==> config.mk <==
export PLATFORM = sky130hd
export DESIGN_NAME = serial_prefix_subtractor
export DESIGN_NICKNAME = d
export VERILOG_FILES = /design/src/rtl/prefix_sub_pkg.sv /design/src/rtl/digit_borrow_prefix.sv /design/src/rtl/serial_prefix_subtractor.sv
export SDC_FILE = /design/constraint.sdc
export NUM_CORES = 1
export LEC_CHECK = 0
export ABC_AREA = 1
export BUFFER_PORTS_ARGS = -buffer_cell sky130_fd_sc_hd__buf_4
export CAP_MARGIN = 20
export CORE_UTILIZATION = 55
export CTS_CLUSTER_SIZE = 12
export DETAILED_ROUTE_END_ITERATION = 8
export GPL_TIMING_DRIVEN = 0
export PLACE_DENSITY = 0.82
export SYNTH_ARGS = -nofsm -noshare
export SYNTH_HDL_FRONTEND = slang
export SYNTH_HIERARCHICAL = 1
export SYNTH_SLANG_ARGS = --single-unit
export TNS_END_PERCENT = 10
==> constraint.sdc <==
create_clock -name clk -period 2.3 [get_ports clk]
set_input_delay 0.115 -clock clk [delete_from_list [all_inputs] [get_ports clk]]
set_output_delay 0.115 -clock clk [all_outputs]
set_load 0.02 [all_outputs]
==> src/rtl/prefix_sub_pkg.sv <==
// Shared types for the serial prefix subtractor: FSM states, digit count helper and
// the generate/propagate combine operator common to the prefix adder datapath.
package prefix_sub_pkg;

   typedef enum logic [1:0] {IDLE, RUN, DONE} state_e;

   typedef struct packed {
      logic g;
      logic p;
   } gp_t;

   function automatic int num_digits(input int width, input int digit);
      return width / digit;
   endfunction

   // hi covers the more significant span; same operator serves carry and borrow chains
   function automatic gp_t gp_combine(input gp_t hi, input gp_t lo);
      gp_t r;
      r.g = hi.g | (hi.p & lo.g);
      r.p = hi.p & lo.p;
      return r;
   endfunction

endpackage

==> src/rtl/digit_borrow_prefix.sv <==
// Combinational DIGIT-wide Kogge-Stone borrow network: zero latency, no flow control.
// Resolves every bit borrow of one digit from the incoming digit borrow.
module digit_borrow_prefix
   import prefix_sub_pkg::*;
#(
   parameter int DIGIT = 8
) (
   input  logic [DIGIT-1:0] a_d,
   input  logic [DIGIT-1:0] b_d,
   input  logic             borrow_in_d,
   output logic [DIGIT-1:0] diff_d,
   output logic             borrow_out_d,
   output logic             msb_borrow_in_d
);

   localparam int LEVELS = (DIGIT > 1) ? $clog2(DIGIT) : 0;

   logic [DIGIT-1:0] bin;

   always_comb begin
      gp_t cur [DIGIT];
      gp_t nxt [DIGIT];
      bin          = '0;
      diff_d       = '0;
      borrow_out_d = 1'b0;
      for (int i = 0; i < DIGIT; i++) begin
         cur[i].g = ~a_d[i] & b_d[i];
         cur[i].p = ~(a_d[i] ^ b_d[i]);
         nxt[i]   = cur[i];
      end
      // after level l, cur[i] spans bits [i : max(0, i-2^(l+1)+1)]
      for (int l = 0; l < LEVELS; l++) begin
         for (int i = 0; i < DIGIT; i++) begin
            if (i >= (1 << l)) begin
               nxt[i] = gp_combine(cur[i], cur[i - (1 << l)]);
            end else begin
               nxt[i] = cur[i];
            end
         end
         cur = nxt;
      end
      bin[0] = borrow_in_d;
      for (int i = 1; i < DIGIT; i++) begin
         bin[i] = cur[i-1].g | (cur[i-1].p & borrow_in_d);
      end
      diff_d       = a_d ^ b_d ^ bin;
      borrow_out_d = cur[DIGIT-1].g | (cur[DIGIT-1].p & borrow_in_d);
   end

   assign msb_borrow_in_d = bin[DIGIT-1];

endmodule

==> src/rtl/serial_prefix_subtractor.sv <==
// Digit-serial A-B-borrow_in, LSD first; result valid NUM_DIGITS cycles after accept, one op in flight.
// DONE holds outputs while out_ready is low. Optional overflow output: PREFIX_SUB_OVERFLOW_EN.
module serial_prefix_subtractor
   import prefix_sub_pkg::*;
#(
   parameter int WIDTH = 32,
   parameter int DIGIT = 8
) (
   input  logic             clk,
   input  logic             rst_n,
   input  logic             in_valid,
   output logic             in_ready,
   input  logic [WIDTH-1:0] a,
   input  logic [WIDTH-1:0] b,
   input  logic             borrow_in,
   output logic             out_valid,
   input  logic             out_ready,
   output logic [WIDTH-1:0] diff,
   output logic             borrow_out,
`ifdef PREFIX_SUB_OVERFLOW_EN
   output logic             overflow,
`endif
   output logic             zero
);

   localparam int ND = num_digits(WIDTH, DIGIT);
   localparam int CW = (ND > 1) ? $clog2(ND) : 1;

   if (DIGIT < 1 || DIGIT > WIDTH || (WIDTH % DIGIT) != 0 || (DIGIT & (DIGIT - 1)) != 0) begin : g_bad_cfg
      $error("serial_prefix_subtractor: DIGIT must be a power of two dividing WIDTH");
   end

   state_e           state_q;
   logic [WIDTH-1:0] a_q, b_q, diff_q;
   logic             brw_q;
   logic [CW-1:0]    cnt_q;
   logic             in_ready_q, out_valid_q, borrow_out_q, zero_q;

   logic [DIGIT-1:0]       dig_diff;
   logic                   dig_bo, dig_msb_bi;
   logic [WIDTH+DIGIT-1:0] diff_cat;
   logic [WIDTH-1:0]       diff_d;
   logic                   last_dig;

   digit_borrow_prefix #(.DIGIT(DIGIT)) u_prefix (
      .a_d             (a_q[DIGIT-1:0]),
      .b_d             (b_q[DIGIT-1:0]),
      .borrow_in_d     (brw_q),
      .diff_d          (dig_diff),
      .borrow_out_d    (dig_bo),
      .msb_borrow_in_d (dig_msb_bi)
   );

   // new digit enters at the MSB end so the first digit lands at the bottom
   assign diff_cat = {dig_diff, diff_q};
   assign diff_d   = diff_cat[WIDTH+DIGIT-1:DIGIT];
   assign last_dig = (cnt_q == CW'(ND - 1));

`ifdef PREFIX_SUB_OVERFLOW_EN
   logic overflow_q;
   assign overflow = overflow_q;
`else
   logic unused_msb_bi;
   assign unused_msb_bi = dig_msb_bi;
`endif

   always_ff @(posedge clk or negedge rst_n) begin
      if (!rst_n) begin
         state_q      <= IDLE;
         a_q          <= '0;
         b_q          <= '0;
         diff_q       <= '0;
         brw_q        <= 1'b0;
         cnt_q        <= '0;
         in_ready_q   <= 1'b1;
         out_valid_q  <= 1'b0;
         borrow_out_q <= 1'b0;
         zero_q       <= 1'b0;
`ifdef PREFIX_SUB_OVERFLOW_EN
         overflow_q   <= 1'b0;
`endif
      end else begin
         case (state_q)
            IDLE: begin
               if (in_valid && in_ready_q) begin
                  a_q        <= a;
                  b_q        <= b;
                  brw_q      <= borrow_in;
                  cnt_q      <= '0;
                  in_ready_q <= 1'b0;
                  state_q    <= RUN;
               end
            end
            RUN: begin
               a_q    <= a_q >> DIGIT;
               b_q    <= b_q >> DIGIT;
               diff_q <= diff_d;
               brw_q  <= dig_bo;
               cnt_q  <= cnt_q + CW'(1);
               if (last_dig) begin
                  state_q      <= DONE;
                  out_valid_q  <= 1'b1;
                  borrow_out_q <= dig_bo;
                  zero_q       <= (diff_d == '0);
`ifdef PREFIX_SUB_OVERFLOW_EN
                  overflow_q   <= dig_msb_bi ^ dig_bo;
`endif
               end
            end
            DONE: begin
               // in_ready rises only after the handoff edge, never alongside out_valid
               if (out_ready) begin
                  state_q     <= IDLE;
                  out_valid_q <= 1'b0;
                  in_ready_q  <= 1'b1;
               end
            end
            default: state_q <= IDLE;
         endcase
      end
   end

   assign in_ready   = in_ready_q;
   assign out_valid  = out_valid_q;
   assign diff       = diff_q;
   assign borrow_out = borrow_out_q;
   assign zero       = zero_q;

endmodule
==> impl_metrics.json, run 1 <==
{
  "critPathCaptureType": "register",
  "switchingPower_mw": 4.51,
  "grt_max_degree": 63,
  "final_max_slew_viol_count": 0,
  "die_w_microns": 98.4,
  "die-height_microns": 98.4,
  "ys_types": 28,
  "tightest_slew_ps": 581,
  "fin_worst_hold_slack_ps": 10.8,
  "crit_top_cell": "nand2_1",
  "final_cell_area_sq_mm": 0.00644,
  "vias_per_cell": 5.36,
  "dpl_cell_area_sq_mm": 0.00605,
  "port_buffers": 104,
  "start_util": 0.577,
  "cts.clk_slew.worst_paths_ps": 110,
  "avgSynthCellArea_sq_um": 7.92,
  "power.total_mw": 9.51,
  "ys_ff_latch": 105,
  "min_period_ps": 1950,
  "syn_nets": 725,
  "synth.cell_area_sq_mm": 0.00511,
  "routed-wl-met2_microns": 6600,
  "cp_slowest_cell": "dfrtp_1",
  "antenna_cells": 0,
  "crit_path_cell_trace": "inv_1, ha_1, nand2_1, nand2_1, nand2_1, nand2_2, nand2_1, nand2_1, nand2_1, nand2_1, nor2_1, nand3_1, nor2_1, nand2_1, o21bai_1",
  "tns_ps": 0,
  "required_ps": 2600,
  "p_int_mw": 4.99,
  "final_util": 0.727,
  "die_area_sq_mm": 0.00968,
  "clkSinkCount": 105,
  "coreArea_sq_mm": 0.00885,
  "cts_tree": "done",
  "route.detailed.drc": 0,
  "fin_crit_sh": 0.847,
  "p_sw_frac": 0.475,
  "grt.overflow.total": 0,
  "worstHoldPathType": "in2reg",
  "grtUsageTotal": 0.290,
  "cts_buffer_depth": 2,
  "vias": 4784,
  "drt_iter0_markers": 311,
  "ctsHoldBuffers": 18,
  "power_leakage_nw": 3.34,
  "clkLatencyLatePin_ps": 380,
  "syn_inst": 645,
  "finalNetCount": 859,
  "critPathKind": "reg2reg",
  "rsz0062_at_grt": "false",
  "fin_skew_ps": 11.0,
  "drt-pass1-iter-count": 7,
  "max_stage_delay_ps": 460,
  "ys_seq_area_frac": 0.515,
  "setup_viol": 0,
  "wl_met3_microns": 822,
  "vdd_drop_max_mv": 0.666,
  "yosysWarnings": 6,
  "final_hold_viol_count": 0,
  "cts_buffers": 9,
  "place.gp.congestion": 0.974,
  "clockRootBuffer": "clkbuf_8",
  "status": "finished, final reports clean",
  "final_antenna_net_count": 0,
  "cp.arrival_ps": 2250,
  "p_seq_frac": 0.336,
  "cts_setup_buffers": 0,
  "grt_pass1_wl_microns": 22100,
  "num_rows": 34,
  "p_clk_frac": 0.125,
  "wl_met1_microns": 5430,
  "wl_per_cell_microns": 14.7,
  "fmax_mhz": 514,
  "area_delta_synth_final_pct": 26.0,
  "wl_microns": 13100,
  "p_comb_frac": 0.539,
  "max-cap-violations": 0,
  "critPathLaunchType": "register",
  "maxUsedRoutingLayer": "met4",
  "grt_pass1_vias": 4711,
  "power_density_mw_per_mm2": 1480,
  "relSlewSlack": 0.613,
  "cts_resized": 0,
  "htree_levels": 3,
  "ios": 105,
  "crit_fanout": 3,
  "n_fill_cell": 668,
  "drive_gt1_frac": 0.200,
  "antenna_found_initial": 0,
  "hpwlAfterDp_microns": 9230
}
[cell families after synthesis]
logic type,count (synthesis),synth area share
compound gates,118,0.117
xor+xnor,3,0.00514
fa+ha+maj,11,0.0284
buf+inv,130,0.107
flops,105,0.515
simple gates,278,0.228
[final timing paths]
| kind | startpoint | end | slack, ps | cells after the start |
|---|---|---|---|---|
| setup / recovery | a_q[0] | zero | 350 | 15 |
| hold / removal | a[4] | a_q[4] | 10 | 3 |
| setup reg to reg | a_q[0] | zero | 350 | 15 |
| hold reg to reg | cnt_q[0] | cnt_q[0] | 490 | 1 |
| max in group asynchronous | rst_n | b_q[15] | 1350 | 3 |
| min in group asynchronous | rst_n | out_valid | 260 | 2 |
[per-stage QoR]
| stage | setup slack (ps) | instances |
|---|---|---|
| floorplan | 647 | 645 |
| finish | 353 | 892 |
| detailed placement | 378 | 858 |
| global placement | 479 | 857 |
| CTS | 350 | 892 |
| global route | 60.0 | 892 |
[power groups by stage]
stage,Sequential (mW),Combinational [mW],Clock (mW)
2_1_floorplan,3.38,3.24,0
5_1_grt,3.28,5.78,1.27
3_5_place_dp,3.23,5.00,0
6_report,3.20,5.12,1.19
3_3_place_gp,3.19,4.80,0
4_1_cts,3.19,5.07,1.19
[worst max-delay path, delay by kind of cell, from the launching register on]
family / cells / cell delay (ps)
flops: 1 / 460
simple gates: 12 / 890
fa+ha+maj: 1 / 310
compound gates: 1 / 140
buf+inv: 1 / 100
[cells in the final DEF (no fill, tap or decap), drive strengths merged]
| master | instances |
|---|---|
| a21oi | 4 |
| buf | 129 |
| clkbuf | 18 |
| clkinv | 2 |
| clkinvlp | 1 |
| dfrtp | 104 |
| dfstp | 1 |
| dlygate4sd3 | 18 |
| fa | 1 |
| ha | 10 |
| inv | 101 |
| nand2 | 155 |
| nand3 | 28 |
| nand3b | 1 |
| nor2 | 59 |
| nor3 | 35 |
| o21ai | 113 |
| o21bai | 1 |
| xnor2 | 1 |
| xor2 | 2 |
[synthesized netlist by cell type (all sizes together)]
cell type	count	share of area
a21oi	4	0.0047
xnor2	1	0.0017
o21ai	113	0.11
inv	96	0.071
nand3b	1	0.0015
nand3	28	0.028
dfrtp	104	0.51
nor2	59	0.046
dfstp	1	0.0051
fa	1	0.0039
nor3	35	0.034
clkbuf	9	0.0069
clkinv	1	0.00073
nand2	155	0.12
xor2	2	0.0034
ha	10	0.024
o21bai	1	0.0015
buf	24	0.029
[sequential cells by signal, summed over array words and instances (netlist names)]
register	flops
a_q	32
zero	1
brw_q	1
diff	32
out_valid	1
borrow_out	1
state_q	2
cnt_q	2
in_ready	1
b_q	32
[final cells by class]
type | instances | area, sq um | area share
Clock inverter | 7 | 80.1 | 0.0124
Tap cell | 108 | 135 | 0.0210
Inverter | 97 | 367 | 0.0570
Clock buffer | 9 | 124 | 0.0192
Timing Repair Buffer | 123 | 988 | 0.154
Multi-Input combinational cell | 410 | 1930 | 0.300
Sequential cell | 105 | 2630 | 0.408
Buffer | 33 | 181 | 0.0282
[metal layers]
| layer | GRT usage | vias to the layer above |
|---|---|---|
| met5 | 0 | - |
| met2 | 0.502 | 181 |
| met4 | 0.0907 | 0 |
| li1 | - | 2289 |
| met1 | 0.368 | 2291 |
| met3 | 0.0551 | 23 |
Power figures use the tool's default switching activity.
==> run 2, diff against run 1 <==
Clock period 2.3 ns to 2 ns, I/O delays scaled along.
==> impl_metrics.json, run 2 (synthesis gave the netlist of run 1 again) <==
{
  "status": "complete, but fails checks",
  "violations": "hold timing",
  "wl_per_cell_microns": 14.9,
  "antenna_cells": 0,
  "power_density_mw_per_mm2": 1720,
  "crit_top_cell": "nor2_1",
  "power_leakage_nw": 3.35,
  "worstHoldPathType": "in2reg",
  "power.total_mw": 11.2,
  "route.detailed.drc": 0,
  "min_to": "a_q[4]",
  "wl_microns": 13300,
  "num_rows": 34,
  "r2r-start": "a_q[0]",
  "die-height_microns": 98.4,
  "finalNetCount": 862,
  "antenna_found_initial": 0,
  "fin_crit_sh": 0.919,
  "required_ps": 2300,
  "vias_per_cell": 5.34,
  "area_delta_synth_final_pct": 27.4,
  "vias": 4779,
  "cts_buffer_depth": 2,
  "reg2reg_slack_ps": 160,
  "drt_iter0_markers": 298,
  "cts.clk_slew.worst_paths_ps": 110,
  "n_fill_cell": 649,
  "clockRootBuffer": "clkbuf_8",
  "tightest_slew_ps": 575,
  "die_w_microns": 98.4,
  "reg2reg_depth": 8,
  "relSlewSlack": 0.617,
  "critPathCaptureType": "register",
  "grt_max_degree": 63,
  "hpwlAfterDp_microns": 9230,
  "holdCritStartpoint": "a[4]",
  "fin_skew_ps": 10.6,
  "seqCellArea_sq_mm": 0.00263,
  "cts_tree": "done",
  "grtUsageTotal": 0.290,
  "multi_input_area_sq_mm": 0.00198,
  "grt_pass1_vias": 4718,
  "final_antenna_net_count": 0,
  "layout_common_cells": "nand2_1, buf_4, dfrtp_1",
  "critPathKind": "reg2reg",
  "cts_buffers": 9,
  "drt-pass1-iter-count": 7,
  "cp_slowest_cell": "dfrtp_2",
  "fmax_mhz": 544,
  "drive_gt1_frac": 0.213,
  "critPathLaunchType": "register",
  "grt_pass1_wl_microns": 22100,
  "die_area_sq_mm": 0.00968,
  "hold_depth": 3,
  "crit_fanout": 3,
  "crit_path_cell_trace": "buf_4, fa_1, xor2_1, nor2_1, nand3_1, nor2_1, nand2_1, o21bai_1",
  "tns_ps": 0,
  "cp.arrival_ps": 2140,
  "htree_levels": 3,
  "grt.overflow.total": 0,
  "final_max_slew_viol_count": 0,
  "final_common_cell": "nand2_1",
  "fin_cells": 895,
  "clkSinkCount": 105,
  "dp.cells": 858,
  "setup_viol": 0,
  "vdd_drop_max_mv": 0.773,
  "clkLatencyLatePin_ps": 380,
  "fin_worst_hold_slack_ps": -0.501,
  "reg2reg_to": "zero",
  "start_util": 0.577,
  "crit_buf_inv": 1,
  "coreArea_sq_mm": 0.00885,
  "max_stage_delay_ps": 460,
  "crit_family": "flip-flops",
  "final_hold_viol_count": 1,
  "ios": 105,
  "place.gp.congestion": 0.974,
  "port_buffers": 104,
  "max-cap-violations": 0,
  "min_period_ps": 1840
}
## run 2: worst max-delay path by stage
| stage | from | to | slack [ps] | cells past startpoint |
|---|---|---|---|---|
| after floorplan | a_q[0] | zero | 350 | 15 |
| after global placement | a_q[0] | zero | 180 | 15 |
| after detailed placement | a_q[0] | zero | 80 | 15 |
| after CTS | a_q[0] | zero | 50 | 15 |
| after global routing | b_q[1] | zero | -20 | 14 |
| final | a_q[0] | zero | 160 | 8 |
## run 2: layout make-up
| type | count | area share |
|---|---|---|
| Multi-Input combinational cell | 410 | 0.304 |
| Tap cell | 108 | 0.0208 |
| Clock inverter | 7 | 0.0123 |
| Timing Repair Buffer | 126 | 0.156 |
| Inverter | 97 | 0.0563 |
| Clock buffer | 9 | 0.0190 |
| Sequential cell | 105 | 0.404 |
| Buffer | 33 | 0.0279 |
## run 2: worst reg2reg max path, cell delays in order (launching register included)
cell,delay [ps]
dfrtp_2,460
buf_4,150
fa_1,430
xor2_1,200
nor2_1,150
nand3_1,90
nor2_1,110
nand2_1,60
o21bai_1,120
## run 2: routing by layer
| layer | routed length [microns] | track usage |
|---|---|---|
| met5 | 0 | 0 |
| met4 | 264 | 0.0907 |
| met3 | 925 | 0.0551 |
| met2 | 6740 | 0.503 |
| met1 | 5380 | 0.368 |
## run 2: metrics by stage
step,setup slack (ps),util,instance area (sq um)
floorplan,347,-,5110
CTS,50.1,0.730,6460
finish,161,0.736,6510
detailed placement,78.5,0.684,6050
global placement,179,0.681,6020
global route,-21.6,0.736,6510
## run 2: timing repair
item | CTS | global route
gates resized for setup | 0 | 10
setup endpoints to repair | 0 | 1
hold buffers | 20 | 0
buffers inserted | 0 | 1
endpoints found under the hold margin | 61 | 0
## run 2: power breakdown
group / leakage, nW / total [mW] / internal, mW / switching, mW
clock: 0.100 / 1.36 / 0.507 / 0.855
combinational: 1.95 / 6.12 / 2.25 / 3.87
sequential: 1.30 / 3.68 / 3.09 / 0.590
